<file path="config.mk">
export PLATFORM = sky130hd
export DESIGN_NAME = jk_count_ctrl
export DESIGN_NICKNAME = d
export VERILOG_FILES = /design/src/rtl/jk_count_ctrl.sv
export SDC_FILE = /design/constraint.sdc
export NUM_CORES = 1
export LEC_CHECK = 0
export CAP_MARGIN = 20
export CORE_UTILIZATION = 42
export CTS_CLUSTER_DIAMETER = 200
export DETAILED_ROUTE_END_ITERATION = 8
export PLACE_DENSITY = 0.8
export REMOVE_ABC_BUFFERS = 1
export SLEW_MARGIN = 15
export SYNTH_ARGS = -nofsm -noshare
export SYNTH_HDL_FRONTEND = slang
export SYNTH_SLANG_ARGS = --single-unit
</file>
<file path="constraint.sdc">
create_clock -name clk -period 1.6 [get_ports clk]
set_input_delay 0.24 -clock clk [delete_from_list [all_inputs] [get_ports clk]]
set_output_delay 0.24 -clock clk [all_outputs]
set_load 0.02 [all_outputs]
</file>
<file path="src/rtl/jk_count_ctrl.sv">
// jk_count_ctrl: sequencer for a bank of WIDTH JK flip-flops.
// Takes one command at a time over valid/ready: either a parallel load or a
// count of N steps up or down. It drives the J/K vector for every cycle and
// holds the bank state itself.
// Optional feature macro: JK_ABORT_EN adds an 'abort' input. When abort is high
// during LOAD or RUN, the command ends early and passes through DONE.
module jk_count_ctrl #(
  parameter int unsigned WIDTH = 4
) (
  input  logic             clk,
  input  logic             rst,
`ifdef JK_ABORT_EN
  input  logic             abort,
`endif
  input  logic             cmd_valid,
  output logic             cmd_ready,
  input  logic             cmd_load,
  input  logic             cmd_dir,
  input  logic [WIDTH-1:0] cmd_data,
  output logic [WIDTH-1:0] q,
  output logic [WIDTH-1:0] qc,
  output logic [WIDTH-1:0] j,
  output logic [WIDTH-1:0] k,
  output logic             busy,
  output logic             done,
  output logic             wrap
);

  typedef enum logic [1:0] {
    S_IDLE = 2'd0,
    S_LOAD = 2'd1,
    S_RUN  = 2'd2,
    S_DONE = 2'd3
  } state_t;

  state_t           state;
  state_t           state_nxt;
  logic [WIDTH-1:0] data_r;
  logic [WIDTH-1:0] rem_r;
  logic             dir_r;
  logic [WIDTH-1:0] tog_c;
  logic             abort_c;

  // Abort matters only while a command is active.
`ifdef JK_ABORT_EN
  assign abort_c = abort & ((state == S_LOAD) | (state == S_RUN));
`else
  assign abort_c = 1'b0;
`endif

  assign qc = ~q;

  // Toggle mask for a single count step: bit i flips when all lower bits are
  // ones (up) or all lower bits are zeros (down).
  always_comb begin
    logic carry;
    carry = 1'b1;
    tog_c = '0;
    for (int i = 0; i < int'(WIDTH); i++) begin
      tog_c[i] = carry;
      carry    = carry & (dir_r ? q[i] : ~q[i]);
    end
  end

  // Next-state decode.
  always_comb begin
    state_nxt = state;
    case (state)
      S_IDLE: begin
        if (cmd_valid) begin
          if (cmd_load)              state_nxt = S_LOAD;
          else if (cmd_data != '0)   state_nxt = S_RUN;
          else                       state_nxt = S_DONE;
        end
      end
      S_LOAD:  state_nxt = S_DONE;
      S_RUN:   if (abort_c || rem_r == WIDTH'(1)) state_nxt = S_DONE;
      S_DONE:  state_nxt = S_IDLE;
      default: state_nxt = S_IDLE;
    endcase
  end

  // J/K vector applied to the bank at the coming edge.
  always_comb begin
    j = '0;
    k = '0;
    case (state)
      S_LOAD: begin
        j = data_r;
        k = ~data_r;
      end
      S_RUN: begin
        j = tog_c;
        k = tog_c;
      end
      default: ;
    endcase
    if (abort_c) begin
      j = '0;
      k = '0;
    end
  end

  // State, bank, command latches and registered status outputs.
  always_ff @(posedge clk) begin
    if (rst) begin
      state     <= S_IDLE;
      q         <= '0;
      data_r    <= '0;
      rem_r     <= '0;
      dir_r     <= 1'b0;
      cmd_ready <= 1'b1;
      busy      <= 1'b0;
      done      <= 1'b0;
      wrap      <= 1'b0;
    end else begin
      state     <= state_nxt;
      q         <= (j & ~q) | (~k & q);
      cmd_ready <= (state_nxt == S_IDLE);
      busy      <= (state_nxt == S_LOAD) || (state_nxt == S_RUN);
      done      <= (state_nxt == S_DONE);
      wrap      <= (state == S_RUN) && !abort_c && (dir_r ? (&q) : ~(|q));
      if (state == S_IDLE && cmd_valid) begin
        data_r <= cmd_data;
        rem_r  <= cmd_data;
        dir_r  <= cmd_dir;
      end else if (state == S_RUN) begin
        rem_r  <= rem_r - WIDTH'(1);
      end
    end
  end

endmodule

</file>
# ---- Word-level counts from Yosys, hierarchy flattened
# Cells that the tools add are included.
dict set report classes {
  reduce_logical 9
  muxes 13
  n_bitwise 12
  n_eq_ne 7
  add_sub_neg 1
}
# operator n
set ops {}
lappend ops {{$pmux W4 S2} 2}
lappend ops {{$not A4 Y4} 3}
lappend ops {{$and A4 B4 Y4} 2}
lappend ops {{$eq A2 B2 Y1 const B} 4}
lappend ops {{$mux W4} 2}
lappend ops {{$pmux W2 S4} 1}
lappend ops {{$mux W2} 3}
lappend ops {{$mux W1} 5}
lappend ops {{$eq A2 B1 Y1 const B} 2}
lappend ops {{$eq A4 B1 Y1 const B} 1}
lappend ops {{$logic_not A2 Y1} 2}
lappend ops {{$not A1 Y1} 4}
lappend ops {{$or A4 B4 Y4} 1}
lappend ops {{$reduce_and A4 Y1} 1}
lappend ops {{$reduce_bool A4 Y1} 1}
lappend ops {{$reduce_or A4 Y1} 1}
lappend ops {{$sub A4 B1 Y4 const B} 1}
lappend ops {{$and A1 B1 Y1} 2}
lappend ops {{$logic_and A1 B1 Y1} 2}
lappend ops {{$reduce_bool A2 Y1} 1}
lappend ops {{$logic_or A1 B1 Y1} 1}
dict set report word_totals {
  wordCells 51
  reg_bits 19
  in_bits 9
}

# ---- Longest topological paths before layout
# Gate-level depths: netlist (run 1).
dict set report logic_depth {
  depth_word 8
  mapped_depth 8
  depth_no_buf 7
}

# ---- Least setup slack after synthesis (run 1)
# No wires, ideal clock.
dict set report synth_timing {
  path_kind {register to output}
  from {register state[1]}
  to {output j[1]}
  stages_incl_launch_ff 6
  required_time_ns 1.360
  arrival_time_ns 1.387
  path_slack_ns -0.027
  cell_sequence {dfxtp_1 > inv_1 > ha_1 > inv_1 > clkbuf_1 > a21oi_1}
}
dict set report synth_via {
  elab_chain_len 2
  elab_cells_between_ends 3
  classes_between {eq/ne (2); mux (1)}
}
# element line_no
set synth_rtl {}
lappend synth_rtl {{start, declared} 36} ;# state_t state;
lappend synth_rtl {{start signal, assigned} 117} ;# state <= state_nxt;
lappend synth_rtl {{$eq A2 B2 Y1 or $eq A2 B1 Y1 (tied branches)} 87} ;# case (state)
lappend synth_rtl {{$pmux W4 S2 (*)} 87}
lappend synth_rtl {{end, declared} 22} ;# output logic [WIDTH-1:0] j,
# Every way passes the cells marked *; elsewhere a longest branch is shown, timed or not.

# ---- Worst setup path after layout (run 1)
dict set report layout_timing {
  from {register dir_r}
  to {output k[3]}
}
dict set report layout_via {
  elab_chain_len 4
  elab_cells_between_ends 6
  classes_between {mux (4); bitwise (2)}
}
# element line_no
set layout_rtl {}
lappend layout_rtl {{start, declared} 40} ;# logic dir_r;
lappend layout_rtl {{start signal, assigned} 126} ;# dir_r <= cmd_dir;
lappend layout_rtl {{$mux W1} 61} ;# carry = carry & (dir_r ? q[i] : ~q[i]);
lappend layout_rtl {{$and A1 B1 Y1} 61}
lappend layout_rtl {{$and A1 B1 Y1 (*)} 61}
lappend layout_rtl {{$pmux W4 S2 (*)} 87}
lappend layout_rtl {{end, declared} 23} ;# output logic [WIDTH-1:0] k,
# Marked as above.

==> impl_metrics.py, run 1 <==
metrics = {
    "status": {
        "run_status": "complete, but fails checks",
        "failed_checks": "negative setup slack",
    },
    "timing": {
        "post-route-min-period_ps": 1740,
        "finalSetupViolCount": 10,
        "max_freq_ghz": 0.574,
        "hold_viol_final": 0,
        "finalClockSkew_ps": 7.82,
        "setup_ws_ps": -142,
        "slew_at_the_pin_closest_to_its_max_slew_limit_ps": 356,
        "rsz0062_at_grt": "yes",
        "post-route-period-util": 1.09,
        "slew_headroom": 0.760,
        "report.final.slew_viol_count": 0,
    },
    "global_route": {
        "first_global_vias": 1160,
        "grtUsageTotal": 0.263,
        "grt_start_max_net_pins": 16,
        "grt_antenna_before_repair": 0,
        "global_route.overflow_total": 0,
        "global_route_wire_length_before_repair_um": 5220,
    },
    "pwr": {
        "max-vdd-ir-drop_mv": 1.38,
        "static-leakage-power_uw": 0.000785,
        "pwr_density_cell_mw_per_mm2": 1440,
        "total_power_uw": 2680,
    },
    "route": {
        "post-route-drc-count": 0,
        "postRouteAntennaNets": 0,
        "viasPerCell": 5.80,
        "vias": 1281,
        "drt-wirelength-per-cell_um": 18.3,
        "drt_first_iter_violations": 60,
        "number_of_detailed_route_iterations_in_the_first_pass": 4,
        "routed_wl_um": 4050,
    },
    "critical_path": {
        "timing.setup.critical_path_class": "flop to primary output",
        "worstSetupEndpointType": "primary output",
        "critical_path.startpoint_type": "flop",
        "critPathRequiredTime_ps": 1360,
        "critPathMaxFanout": 4,
        "timing.rr.start": "q[0]",
        "cp-startpoint": "dir_r",
        "worstPathArrival_ps": 1500,
    },
    "final_layout": {
        "ff_latch_area_sq_um": 403,
        "insertedDiodeCount": 0,
        "final_util": 0.813,
        "multiInputGateArea_sq_um": 793,
        "n_fill_cell": 125,
        "nets": 210,
        "area_growth_pct": 74.6,
        "layout_cells_sized_above_1": 0.435,
    },
    "floorplanning": {
        "die-area_sq_mm": 0.00275,
        "initial_core_utilization": 0.466,
        "boundaryPins": 29,
        "core_area_sq_mm": 0.00230,
        "die_x_um": 52.5,
        "placementRows": 17,
        "dieHeight_um": 52.5,
    },
    "logic_synthesis": {
        "synth-seq-area-share": 0.356,
        "ys_warn_count": 0,
        "count_of_state_elements_after_synthesis": 19,
        "yosys.cell_types.count": 33,
        "syn_avg_cell_area_sq_um": 7.98,
        "post_synth_instance_area_sq_mm": 0.00107,
        "netlist_instances": 134,
    },
    "clocking": {
        "cts_sinks": 19,
        "ctsRootBufferMaster": "clkbuf_4",
        "holdBufCountCts": 0,
        "cts.reportedPaths.clkPinSlew_ps": 110,
        "h-tree-depth": 1,
        "cts_tree": "yes",
        "clk-insertion-delay-late_ps": 320,
        "tritoncts.num_buffers": 3,
        "cts-root-to-sink-buffers": 2,
    },
    "placed_design": {
        "hpwl_um": 2030,
        "gpl.final_weighted_congestion": 0.834,
        "count_of_buffers_inserted_at_the_top_level_ports": 28,
    },
    "worst_hold_path": {
        "min_from": "data_r[3]",
        "worst_hold_path_type": "flop to flop",
    },
    "flow_run": {
        "max_cap_viol_count": 0,
    },
}
==> routing by layer <==
layer / vias to the layer above / GRT usage / wire length, um
met1: 608 / 0.290 / 1420
met2: 78 / 0.477 / 2120
met4: 0 / 0.118 / 223
met5: - / 0 / 0
met3: 24 / 0.0522 / 286
li1: 571 / - / -
==> layout make-up <==
class,instances,area share
inverter,13,0.0342
multi-input combinational,96,0.425
timing repair buffer,61,0.293
clock buffer,4,0.0141
sequential,19,0.216
tap,28,0.0188
==> path summary, 6_finish.rpt <==
check	endpoint	slack [ps]	cells after the start
max reg2reg	q[1]	-90	8
min reg2reg	data_r[3]	510	2
min	data_r[3]	510	2
max	k[3]	-140	5
==> critical path, stage by stage (launching register included) <==
cell and delay [ps]:
dfxtp_4 380, nor4_4 360, o21ai_4 90, o21ai_2 80, and2_4 170, buf_6 110
==> cells in the mapped netlist <==
library cell	instances	area, sq um
nor3b_1	2	15.0
clkbuf_1	3	11.3
xnor2_1	2	17.5
a311o_1	1	10.0
a21oi_1	18	90.1
o31ai_1	1	7.51
buf_6	1	11.3
nor4_1	1	6.26
and2_1	2	12.5
nor2b_1	3	18.8
nor2_1	11	41.3
o21ai_0	4	20.0
inv_1	13	48.8
a31oi_1	3	18.8
o211ai_1	1	7.51
mux2i_1	3	30.0
and4_1	1	8.76
and3_2	1	7.51
o21ai_2	2	17.5
xor2_1	2	17.5
clkbuf_8	1	13.8
nand2_1	21	78.8
ha_1	7	87.6
dfxtp_1	19	380
mux2_2	1	11.3
nand4_1	1	6.26
buf_2	1	5.00
nor3_1	2	10.0
nand2b_1	2	12.5
a21o_1	1	7.51
nor4b_1	1	8.76
nor4_4	1	21.3
o22a_1	1	8.76
==> logic make-up after synthesis <==
group	synth area share
compound gates	0.175
fa+ha+maj	0.0819
flops	0.356
simple gates	0.232
buf+inv	0.0842
mux	0.0386
xor+xnor	0.0328
==> metrics by stage <==
step | cells | setup TNS, ps | hold WS (ps) | setup WS [ps] | cell area (sq um)
5_1_grt | 221 | -1330 | 551 | -206 | 1870
3_3_place_gp | 202 | -2810 | 466 | -296 | 1480
2_1_floorplan | 128 | 0 | 309 | 58.7 | 1030
6_report | 221 | -915 | 511 | -142 | 1870
3_5_place_dp | 202 | -3570 | 475 | -387 | 1480
4_1_cts | 216 | -487 | 477 | -110 | 1660
==> state kept, by name (all words and copies together), names as in the netlist <==
signal and count:
busy 1, cmd_ready 1, data_r 4, dir_r 1, done 1, q 4
rem_r 4, state 2, wrap 1
==> power breakdown <==
group | total, uW | internal, uW | leakage [uW] | switching, uW
clock | 265 | 97.7 | 0.0000150 | 167
combinational | 1700 | 844 | 0.000610 | 856
sequential | 720 | 588 | 0.000161 | 132
total | 2680 | 1530 | 0.000785 | 1160
==> cell usage in the layout (no fill, tap or decap), drive strengths merged, types with 2 or more instances in the layout <==
cell type      instances
dlygate4sd2            7
mux2i                  3
nor4                   2
nor3                   2
nand2b                 2
buf                   41
dfxtp                 19
xor2                   2
clkdlybuf4s50         12
nor2                  11
o21ai                  6
nand2                 21
nor3b                  2
and2                   2
inv                   13
ha                     7
a21oi                 18
xnor2                  2
clkbuf                 4
a31oi                  3
nor2b                  3
==> what timing repair did <==
| item | in CTS | in global routing |
|---|---|---|
| pin swaps | 7 | 14 |
| setup endpoints to repair | 20 | 13 |
| buffers inserted | 10 | 6 |
| gates resized for setup | 80 | 41 |
Power figures use the tool's default switching activity.
==> run 2, diff against run 1 <==
- GPL_TIMING_DRIVEN: unset -> 0
==> run 2 against run 1 <==
Against the previous run:
- die area unchanged
- combinational power down 8%
- total power down 5.7%
- wire length down 20%
- register-to-register slack better by 110 ps
- setup slack better by 8.2 ps
- clock power down 4%
- sequential power down 1%
- highest routed layer unchanged
- cell count down 5.4%
- the flow still finishes with violations (negative setup slack)
- clock skew down 3.8 ps
- count of clock-buffer cells in the layout unchanged
- utilization down 5.3 points
==> impl_metrics.py, run 2 (synthesis gave the netlist of run 1 again) <==
metrics = {
    "pwr": {
        "pwr_density_cell_mw_per_mm2": 1450,
        "static-leakage-power_uw": 0.000733,
        "cellInternalPower_uw": 1470,
        "power.share.combinational": 0.618,
        "switchingPower_uw": 1060,
        "clockPowerShare": 0.101,
        "max-vdd-ir-drop_mv": 1.15,
        "seq_power_share": 0.281,
        "switching_share": 0.418,
    },
    "route": {
        "vias": 1158,
        "drt-wirelength-per-cell_um": 15.5,
        "post-route-drc-count": 0,
        "postRouteAntennaNets": 0,
        "number_of_detailed_route_iterations_in_the_first_pass": 4,
        "routed_wl_um": 3240,
        "viasPerCell": 5.54,
        "drt_first_iter_violations": 27,
    },
    "final_layout": {
        "insertedDiodeCount": 0,
        "layout.cells.most_common": "nand2_1",
        "area_growth_pct": 63.3,
        "nets": 198,
        "ff_latch_area_sq_um": 402,
        "n_fill_cell": 156,
        "final_cell_count_no_fill": 209,
        "mostFrequentLayoutCells": "nand2_1, buf_4, a21oi_1, dfxtp_1, clkdlybuf4s50_1",
        "reg.largest.list": "data_r x4, q x4, rem_r x4",
        "layout_cells_sized_above_1": 0.370,
        "multiInputGateArea_sq_um": 756,
    },
    "timing": {
        "rsz0062_at_grt": "yes",
        "finalSetupViolCount": 8,
        "timing.hold.ws_ps": 503,
        "max_freq_ghz": 0.577,
        "slew_headroom": 0.496,
        "post-route-min-period_ps": 1730,
        "slew_at_the_pin_closest_to_its_max_slew_limit_ps": 753,
        "post-route-period-util": 1.08,
        "finalClockSkew_ps": 4.00,
        "setup_ws_ps": -134,
        "hold_viol_final": 0,
        "report.final.slew_viol_count": 0,
    },
    "floorplanning": {
        "die-area_sq_mm": 0.00275,
        "die_x_um": 52.5,
        "dieHeight_um": 52.5,
        "core_area_sq_mm": 0.00230,
        "boundaryPins": 29,
        "placementRows": 17,
        "initial_core_utilization": 0.466,
    },
    "global_route": {
        "global_route.overflow_total": 0,
        "global_route_wire_length_before_repair_um": 4930,
        "grt_start_max_net_pins": 21,
        "first_global_vias": 1109,
        "grtUsageTotal": 0.250,
        "grt_antenna_before_repair": 0,
    },
    "clocking": {
        "h-tree-depth": 1,
        "cts-root-to-sink-buffers": 2,
        "cts_sinks": 19,
        "cts_tree": "yes",
        "holdBufCountCts": 0,
        "tritoncts.num_buffers": 3,
        "ctsRootBufferMaster": "clkbuf_4",
        "cts.reportedPaths.clkPinSlew_ps": 110,
        "clk-insertion-delay-late_ps": 310,
    },
    "critical_path": {
        "cp_capture_point": "j[3]",
        "worstPathArrival_ps": 1490,
        "timing.rr.start": "state[1]",
        "critPathRequiredTime_ps": 1360,
        "critPathMaxFanout": 11,
        "timing.setup.critical_path_class": "flop to primary output",
        "crit-reg2reg-capture": "busy",
        "worstSetupEndpointType": "primary output",
        "timing.reg2reg.setup_slack_ps": 20,
        "count_of_cells_along_the_worst_register_to_register_path": 6,
        "cp-startpoint": "state[1]",
        "critical_path.startpoint_type": "flop",
    },
    "placed_design": {
        "dpl.cell_count": 184,
        "count_of_buffers_inserted_at_the_top_level_ports": 28,
        "gpl.final_weighted_congestion": 0.749,
        "hpwl_um": 1790,
    },
    "status": {
        "failed_checks": "negative setup slack",
        "run_status": "complete, but fails checks",
    },
    "worst_hold_path": {
        "worst_hold_path_type": "flop to flop",
        "min_from": "data_r[1]",
    },
    "flow_run": {
        "max_cap_viol_count": 0,
    },
}
## run 2: cell count changes in the layout (fill, tap and decap cells not counted), moves of 2 or more
cell            change
buf_6               -2
inv_4               +2
buf_4              -11
inv_6               -2
dlygate4sd2_1       -2
dlymetal6s2s_1      +2
## run 2: layout make-up
type                            count  share of cell area
Multi-Input combinational cell     96               0.433
Timing Repair Buffer               49               0.269
Inverter                           13              0.0337
Tap cell                           28              0.0201
Sequential cell                    19               0.230
Clock buffer                        4              0.0150
## run 2: how the worst min path moves through the flow
stage                end  depth (start not counted)
2_1_floorplan  data_r[0]                          1
3_3_place_gp   data_r[1]                          2
3_5_place_dp   data_r[1]                          2
5_1_grt            dir_r                          3
4_1_cts        data_r[1]                          2
6_report       data_r[1]                          2
## run 2: metrics by stage
stage	util	worst slack, ps	total power (uW)	TNS [ps]	instance area, sq um
floorplan	-	58.7	1320	0	1030
global placement	0.585	-514	1660	-4430	1340
detailed placement	0.585	-564	1710	-5140	1340
CTS	0.694	-131	2250	-728	1590
global route	0.760	-177	2680	-1280	1750
finish	0.760	-134	2530	-757	1750
## run 2: critical path: stages, from the launching register on
cell and delay (ps):
dfxtp_4 400, inv_4 70, ha_4 340, inv_6 80, a21oi_1 140, buf_4 160
## run 2: layer usage
| metal | global-route usage | share of wire |
|---|---|---|
| met1 | 0.250 | 0.37 |
| met2 | 0.475 | 0.54 |
| met3 | 0.0783 | 0.053 |
| met4 | 0.0921 | 0.033 |
| met5 | 0 | 0 |
## run 2: what timing repair did
| item | 4_1_cts | 5_1_grt |
|---|---|---|
| buffers inserted | 13 | 8 |
| pin swaps | 10 | 10 |
| gates resized for setup | 89 | 20 |
| endpoints found under the setup margin | 22 | 14 |
## run 2: power by group through the flow
stage                     registers (uW)  logic [uW]  clock network, uW
after floorplan                      725         598                  0
after global placement               675         988                  0
after detailed placement             683        1020                  0
after CTS                            702        1290                259
after global routing                 723        1680                276
final                                711        1570                254
==> run 3, diff against run 2 <==
--- a/config.mk
+++ b/config.mk
@@ -11,4 +11,3 @@
 export DETAILED_ROUTE_END_ITERATION = 8
-export GPL_TIMING_DRIVEN = 0
-export PLACE_DENSITY = 0.8
+export PLACE_DENSITY = 0.75
 export REMOVE_ABC_BUFFERS = 1
--- a/constraint.sdc
+++ b/constraint.sdc
@@ -3,2 +3,2 @@
 set_output_delay 0.24 -clock clk [all_outputs]
-set_load 0.02 [all_outputs]
+set_load 0.1 [all_outputs]
==> run 3 against run 2 <==
Against the previous run:
- the run still ends with negative setup slack left
- via count is 7.0% higher
- wire length is 25% higher
- register-to-register slack worse by 40 ps
- setup slack worse by 160 ps
- die area stayed put
- flip-flop and latch count stayed put
- critical path type unchanged
- clock power is 2% higher
- hold slack better by 10 ps
- highest routed layer unchanged
- critical endpoint is now k[2]
- design area is 14% higher
- cell count is 2.9% higher
==> impl_metrics.py, run 3 (synthesis gave the netlist of run 1 again) <==
metrics = {
    "status": {
        "run_status": "complete, but fails checks",
        "failed_checks": "negative setup slack",
    },
    "final_layout": {
        "reg.largest.list": "data_r x4, q x4, rem_r x4",
        "layout_cells_sized_above_1": 0.460,
        "final_cell_count_no_fill": 215,
        "area_growth_pct": 85.8,
        "mostFrequentLayoutCells": "buf_4, nand2_1, buf_12, a21oi_1, dfxtp_1",
        "postLayoutCellArea_sq_mm": 0.00199,
        "layout.cells.most_common": "buf_4",
        "nets": 204,
        "insertedDiodeCount": 0,
    },
    "critical_path": {
        "cp_slowest_stage_delay_ps": 380,
        "timing.setup.critical_path_class": "flop to primary output",
        "critPathMaxFanout": 5,
        "critPathTopFamily": "buffers and inverters",
        "worstSetupEndpointType": "primary output",
        "critical_path.startpoint_type": "flop",
        "slowest_stage": "dfxtp_2",
        "critPathBufInv": 4,
        "worstPathArrival_ps": 1660,
        "path_cells": "inv_4, ha_4, clkinvlp_4, buf_8, a21oi_4, buf_12",
        "critPathRequiredTime_ps": 1360,
    },
    "floorplanning": {
        "die-area_sq_mm": 0.00275,
        "dieHeight_um": 52.5,
        "die_x_um": 52.5,
        "boundaryPins": 29,
        "placementRows": 17,
        "initial_core_utilization": 0.466,
        "core_area_sq_mm": 0.00230,
    },
    "timing": {
        "setup_ws_ps": -299,
        "post-route-min-period_ps": 1900,
        "hold_viol_final": 0,
        "timing.hold.ws_ps": 513,
        "max_freq_ghz": 0.527,
        "slew_headroom": 0.739,
        "rsz0062_at_grt": "yes",
        "slew_at_the_pin_closest_to_its_max_slew_limit_ps": 392,
        "report.final.slew_viol_count": 0,
        "finalClockSkew_ps": 1.20,
        "post-route-period-util": 1.19,
        "finalSetupViolCount": 10,
    },
    "placed_design": {
        "place_area_sq_mm": 0.00165,
        "count_of_buffers_inserted_at_the_top_level_ports": 28,
        "dpl.cell_count": 198,
        "hpwl_um": 2120,
        "gpl.final_weighted_congestion": 0.897,
        "dpl_worst_slack_ps": -247,
    },
    "clocking": {
        "clk-insertion-delay-late_ps": 310,
        "cts.reportedPaths.clkPinSlew_ps": 110,
        "cts-root-to-sink-buffers": 2,
        "h-tree-depth": 1,
        "cts_tree": "yes",
        "tritoncts.num_buffers": 3,
        "cts_sinks": 19,
        "ctsRootBufferMaster": "clkbuf_4",
        "holdBufCountCts": 0,
    },
    "route": {
        "met1_length_um": 1520,
        "number_of_detailed_route_iterations_in_the_first_pass": 4,
        "top_layer_used": "met4",
        "post-route-drc-count": 0,
        "drt_first_iter_violations": 65,
        "amount_of_wire_on_met3_after_detailed_routing_um": 303,
        "routed_wl_um": 4050,
        "vias": 1239,
        "postRouteAntennaNets": 0,
        "viasPerCell": 5.76,
        "met2WireLength_um": 2070,
        "drt-wirelength-per-cell_um": 18.8,
    },
    "global_route": {
        "grt_start_max_net_pins": 16,
        "first_global_vias": 1321,
        "global_route_wire_length_before_repair_um": 6020,
        "grtUsageTotal": 0.305,
        "global_route.overflow_total": 0,
        "grt_antenna_before_repair": 0,
    },
    "worst_hold_path": {
        "worst_hold_path_type": "input port to flop",
    },
    "pwr": {
        "static-leakage-power_uw": 0.000799,
        "max-vdd-ir-drop_mv": 1.52,
        "pwr_density_cell_mw_per_mm2": 1880,
    },
    "flow_run": {
        "max_cap_viol_count": 0,
    },
}
==> run 3: cell count changes in the layout (fill, tap and decap cells not counted), moves of 4 or more <==
| cell | before | now |
|---|---|---|
| clkdlybuf4s50_1 | 12 | 8 |
| buf_6 | 10 | 4 |
| dlygate4sd2_1 | 5 | 0 |
| buf_12 | 1 | 20 |
| buf_4 | 18 | 22 |
==> run 3: final timing paths <==
path	startpoint	endpoint	slack (ps)	cells after the start
worst min register to register	data_r[0]	data_r[0]	530	2
worst max-delay path	state[1]	k[2]	-300	6
worst min-delay path	cmd_dir	dir_r	510	3
worst max register to register	state[1]	busy	-20	8
==> run 3: layout make-up <==
class	instances	area [sq um]
clock buffer	3	22.5
sequential	19	394
multi-input combinational	96	768
fill	106	309
tap	28	35.0
timing repair buffer	55	706
inverter	13	57.6
clock inverter	1	5.00
==> run 3: timing repair <==
| item | CTS | global route |
|---|---|---|
| buffers inserted | 6 | 8 |
| setup endpoints to repair | 12 | 12 |
| pin swaps | 5 | 5 |
| gates resized for setup | 39 | 17 |
==> run 3: worst register-to-register path, cell delays in order (launching register included) <==
cell     delay (ps)
dfxtp_2         360
buf_4           140
ha_4            200
buf_6           140
nor2_1          100
o22a_1          160
inv_1            50
ha_1            250
nor2b_1         120
==> run 3: per-layer routing <==
metal	up-vias	track usage
met5	-	0
met4	0	0.154
met3	22	0.0522
met2	82	0.525
met1	577	0.358
li1	558	-
==> run 3: per-stage QoR <==
| step | util | TNS (ps) | total power [uW] |
|---|---|---|---|
| after detailed placement | 0.718 | -1680 | 2850 |
| after global routing | 0.865 | -2640 | 3880 |
| final | 0.865 | -2130 | 3730 |
| after global placement | 0.718 | -1080 | 2800 |
| after floorplan | - | -14050 | 2010 |
| after CTS | 0.811 | -1530 | 3430 |
==> run 3: where the power goes <==
part | internal (uW) | total, uW | leakage [uW] | switching [uW]
clock network | 93.5 | 258 | 0.0000177 | 164
logic | 1110 | 2760 | 0.000622 | 1640
registers | 584 | 715 | 0.000159 | 131
